## config.mk

```make
export PLATFORM = sky130hd
export DESIGN_NAME = mem_port_arbiter
export DESIGN_NICKNAME = d
export VERILOG_FILES = /design/src/rtl/mem_port_arbiter_pkg.sv /design/src/rtl/mem_port_arbiter_rr_select.sv /design/src/rtl/mem_port_arbiter.sv
export SDC_FILE = /design/constraint.sdc
export NUM_CORES = 1
export LEC_CHECK = 0
export BUFFER_PORTS_ARGS = -buffer_cell sky130_fd_sc_hd__buf_2
export CORE_MARGIN = 2
export CORE_UTILIZATION = 36
export DETAILED_ROUTE_END_ITERATION = 7
export MAX_ROUTING_LAYER = met4
export PLACE_DENSITY = 0.88
export SETUP_SLACK_MARGIN = 0.15
export SYNTH_ARGS = -nofsm -noshare
export SYNTH_HDL_FRONTEND = slang
export SYNTH_SLANG_ARGS = --single-unit
export TNS_END_PERCENT = 5
```

## constraint.sdc

```tcl
create_clock -name clk -period 3.5 [get_ports clk]
set_clock_uncertainty 0.2 [all_clocks]
set_input_delay 0.175 -clock clk [delete_from_list [all_inputs] [get_ports clk]]
set_output_delay 0.175 -clock clk [all_outputs]
set_load 0.01 [all_outputs]
```

## src/rtl/mem_port_arbiter_pkg.sv

```systemverilog
// rtl/mem_port_arbiter_pkg.sv - shared FSM encoding and default widths for the RAM port arbiter
package mem_port_arbiter_pkg;

  typedef enum logic [1:0] {
    ST_IDLE  = 2'd0,
    ST_ISSUE = 2'd1,
    ST_RESP  = 2'd2
  } arb_state_e;

  localparam int DEF_REQ_COUNT  = 4;
  localparam int DEF_MEM_WIDTH  = 12;
  localparam int DEF_ADDR_WIDTH = 12;

  // Index width that stays legal for a single requester.
  function automatic int idx_width(input int n);
    return (n > 1) ? $clog2(n) : 1;
  endfunction

endpackage

```

## src/rtl/mem_port_arbiter_rr_select.sv

```systemverilog
// rtl/mem_port_arbiter_rr_select.sv - round-robin pick of the first set request at or after ptr_i
module rr_select
  import mem_port_arbiter_pkg::*;
#(
  parameter int  N  = DEF_REQ_COUNT,
  localparam int IW = idx_width(N)
) (
  input  logic [N-1:0]  req_i,
  input  logic [IW-1:0] ptr_i,
  output logic [IW-1:0] idx_o,
  output logic          found_o
);

  int            pos;
  logic [IW-1:0] pos_idx;

  // Scan farthest-first so the candidate nearest the pointer is written last.
  always_comb begin
    idx_o   = '0;
    found_o = 1'b0;
    pos     = 0;
    pos_idx = '0;
    for (int k = N - 1; k >= 0; k--) begin
      pos     = (int'(ptr_i) + k) % N;
      pos_idx = IW'(pos);
      if (req_i[pos_idx]) begin
        idx_o   = pos_idx;
        found_o = 1'b1;
      end
    end
  end

endmodule

```

## src/rtl/mem_port_arbiter.sv

```systemverilog
// rtl/mem_port_arbiter.sv - round-robin arbiter sharing one registered-read RAM port
module mem_port_arbiter
  import mem_port_arbiter_pkg::*;
#(
  parameter int REQ_COUNT  = DEF_REQ_COUNT,
  parameter int MEM_WIDTH  = DEF_MEM_WIDTH,
  parameter int ADDR_WIDTH = DEF_ADDR_WIDTH
) (
  input  logic                            clk,
  input  logic                            reset,
  input  logic [REQ_COUNT-1:0]            req_valid,
  input  logic [REQ_COUNT-1:0]            req_write,
  input  logic [ADDR_WIDTH*REQ_COUNT-1:0] req_addr,
  input  logic [MEM_WIDTH*REQ_COUNT-1:0]  req_wdata,
  output logic [REQ_COUNT-1:0]            req_ready,
  output logic [REQ_COUNT-1:0]            rsp_valid,
  output logic [MEM_WIDTH-1:0]            rsp_rdata,
  output logic [ADDR_WIDTH-1:0]           mem_address,
  output logic [MEM_WIDTH-1:0]            mem_datain,
  output logic                            mem_write,
  input  logic [MEM_WIDTH-1:0]            mem_dataout
);

  localparam int            IW       = idx_width(REQ_COUNT);
  localparam logic [IW-1:0] LAST_IDX = IW'(REQ_COUNT - 1);

  arb_state_e    state_q, state_d;
  logic [IW-1:0] g_q, g_d;
  logic [IW-1:0] rr_ptr_q, rr_ptr_d;
  logic [IW-1:0] sel_idx;
  logic          sel_found;

  rr_select #(.N(REQ_COUNT)) u_rr_select (
    .req_i   (req_valid),
    .ptr_i   (rr_ptr_q),
    .idx_o   (sel_idx),
    .found_o (sel_found)
  );

  always_ff @(posedge clk or negedge reset) begin
    if (!reset) begin
      state_q  <= ST_IDLE;
      g_q      <= '0;
      rr_ptr_q <= '0;
    end else begin
      state_q  <= state_d;
      g_q      <= g_d;
      rr_ptr_q <= rr_ptr_d;
    end
  end

  // Outputs decode straight from state so an asynchronous reset clears them at once.
  always_comb begin
    state_d     = state_q;
    g_d         = g_q;
    rr_ptr_d    = rr_ptr_q;
    req_ready   = '0;
    rsp_valid   = '0;
    rsp_rdata   = '0;
    mem_address = '0;
    mem_datain  = '0;
    mem_write   = 1'b0;
    case (state_q)
      ST_IDLE: begin
        if (sel_found) begin
          g_d     = sel_idx;
          state_d = ST_ISSUE;
        end
      end
      ST_ISSUE: begin
        mem_address    = req_addr[g_q*ADDR_WIDTH +: ADDR_WIDTH];
        mem_datain     = req_wdata[g_q*MEM_WIDTH +: MEM_WIDTH];
        mem_write      = req_write[g_q];
        req_ready[g_q] = 1'b1;
        rr_ptr_d       = (g_q == LAST_IDX) ? '0 : g_q + 1'b1;
        state_d        = req_write[g_q] ? ST_IDLE : ST_RESP;
      end
      ST_RESP: begin
        rsp_valid[g_q] = 1'b1;
        rsp_rdata      = mem_dataout;
        state_d        = ST_IDLE;
      end
      default: state_d = ST_IDLE;
    endcase
  end

endmodule

```

==> results.toml <==
[power]
leakagePower_nw = 1.19
power_density_nw_per_um2 = 653
max-vdd-ir-drop_mv = 0.730

[clocking]
clk_latency_ns = 0.22
tritoncts = "done"
ctsHoldBuffers = 1
cts_root_buf = "clkbuf_8"
cts_resized = 0
cts.sinks = 6
post_cts_buffers = 0
clockBufferDepth = 2
path_clk_slew_ns = 0.04
cts_buffers = 3
htreeDepth = 1

[timing]
post-route-period-util_pct = 70.3
min_period_ns = 2.46
hold_ws_ns = 0.110
rsz0062_at_grt = "no"
maxSlewViolCount = 0
slew_headroom_pct = 41.5
hold_viol = 0
setup_violations = 0
timing.fmax_mhz = 406
fin_tns_setup_ns = 0
tightest_slew_ns = 0.878

[worst_setup_path]
cp.depth = 3
crit_end = "mem_datain[11]"
r2r_start = "g_q[0]$_DFFE_PN0P_"
reg2regPathDepth = 3
crit_slowest_cell = "dfrtp_2"
crit_family = "flip-flops"
cp.arrival_ns = 2.09
cp.buffers_inverters = 1
endpoint_kind = "primary output"
path_cells = "mux4_2 -> nor2b_1 -> buf_2"
rrSetupSlack_ns = 1.49
cp-startpoint = "g_q[0]$_DFFE_PN0P_"
cp-start-kind = "flip-flop"
crit_required_ns = 3.12
crit_type = "reg2out"
crit_fanout = 30
slowest_delay_ns = 0.94
reg2reg_to = "rr_ptr_q[1]$_DFFE_PN0P_"

[cells_and_area]
num_antenna_cells = 0
multiInputGateArea_sq_um = 1070
finalNetCount = 400
regArea_sq_um = 151
syn2layout_area_growth_pct = 64.8
post-route-util_pct = 60.6
fill_cells = 338
instances_no_fill = 325
drive_above_1_share_pct = 72.2
fin_area_sq_um = 2190

[drt]
firstDrtPassIters = 4
vias_per_cell = 4.90
wl_um = 4470
wire_per_inst_um = 13.7
drt-initial-drc-count = 41
drc = 0
vias = 1594
antenna_left = 0

[grt]
grt_use_total_pct = 21.0
grt_pass1_vias = 1598
grt-ovfl-total = 0
grt_antenna_before_repair = 0
grt_first_pass_wirelength_um = 6720
grt_max_degree = 34

[floorplanning]
coreArea_sq_um = 3610
io_pins = 163
die_w_um = 64.7
initial_utilization_pct = 36.8
die-area_sq_um = 4190
fp-row-count = 22
die_h_um = 64.7

[synthesis]
syn_area_sq_um = 1330
syn_nets = 241
yosysTopAreaCell = "mux4_2"
synth_cell_types = 24
syn_inst = 119
synth_warnings = 0
yosysTopAreaCellShare_pct = 42.5
synth_area_per_cell_sq_um = 11.1
ys_ff_latch = 6
synth.yosys.seq_area_share_pct = 11.3
netlist_top_cells_area = "mux4_2 (42%), dfrtp_1 (11%), nor2b_1 (10%)"

[placed_design]
place_area_sq_um = 2130
io_buffers = 162
routabilityCongestion = 0.811
dp.cells = 320
dpl.hpwl_um = 3790

[job]
maxCapViolCount = 0

[run_status]
outcome = "finished, final reports clean"

[min_path]
hp-class = "in2async"
how the worst min path moves through the flow:
stage                              to  cells past startpoint
6_report       state_q[1]$_DFFE_PN0P_                      2
5_1_grt        state_q[1]$_DFFE_PN0P_                      2
4_1_cts        state_q[1]$_DFFE_PN0P_                      2
3_5_place_dp   state_q[0]$_DFFE_PN0P_                      1
3_3_place_gp   state_q[0]$_DFFE_PN0P_                      1
2_1_floorplan      g_q[0]$_DFFE_PN0P_                      0
per-stage QoR:
stage               total power [W]  setup WS, ns
floorplan                   0.00103          1.78
global placement            0.00130          1.23
detailed placement          0.00133          1.23
CTS                         0.00145         0.988
global route                0.00155         0.873
finish                      0.00143          1.04
metal layers:
layer	track usage [%]	routed length (um)
met1	22.0	1550
met5	-	0
met2	39.5	2460
met3	4.51	419
met4	5.85	36
layout make-up:
type | count | area share, %
tap | 48 | 2.75
clock buffer | 4 | 2.06
sequential | 6 | 6.93
timing repair buffer | 164 | 37.9
multi-input combinational | 95 | 49.0
inverter | 8 | 1.37
sequential cells by signal, indices dropped and copies added, names as in the netlist:
register and cells:
state_q 2, g_q 2, rr_ptr_q 2
layout by cell type (no fill, tap or decap), drive strengths merged:
| cell | count |
|---|---|
| o41ai | 1 |
| inv | 8 |
| mux2 | 1 |
| or3 | 1 |
| nor2b | 27 |
| nand2b | 2 |
| a21oi | 2 |
| clkbuf | 4 |
| mux2i | 1 |
| and2 | 16 |
| nor2 | 6 |
| nor4 | 1 |
| nor3b | 1 |
| dlygate4sd3 | 1 |
| mux4 | 25 |
| ha | 4 |
| dfrtp | 6 |
| a311oi | 1 |
| buf | 163 |
| o31ai | 4 |
| nand2 | 2 |
synth_stat cells (all sizes together):
cell    count
mux4       25
a21oi       2
or3         1
ha          4
mux2i       1
o41ai       1
and2       16
mux2        1
nor2        6
nor3b       1
inv         8
nor4        1
a311oi      1
o31ai       4
buf         7
nor2b      27
clkbuf      3
dfrtp       6
nand2       2
nand2b      2
where the power goes:
group | internal, W | total, W | switching, W
clock | 0.0000787 | 0.000112 | 0.0000333
combinational | 0.000608 | 0.00108 | 0.000471
sequential | 0.000105 | 0.000236 | 0.000131
total | 0.000792 | 0.00143 | 0.000635
kinds of logic (layout without fill, tap and decap cells):
| family | after synthesis | after routing | share of synthesized area (%) |
|---|---|---|---|
| AND/OR/NAND/NOR | 56 | 56 | 27.8 |
| buffers and inverters | 18 | 176 | 8.11 |
| flip-flops | 6 | 6 | 11.3 |
| AO/OA/AOI/OAI | 8 | 8 | 4.91 |
| adder cells (fa/ha/maj) | 4 | 4 | 3.77 |
| multiplexers | 27 | 27 | 44.1 |
No activity file was read; power rests on OpenSTA's default activity.
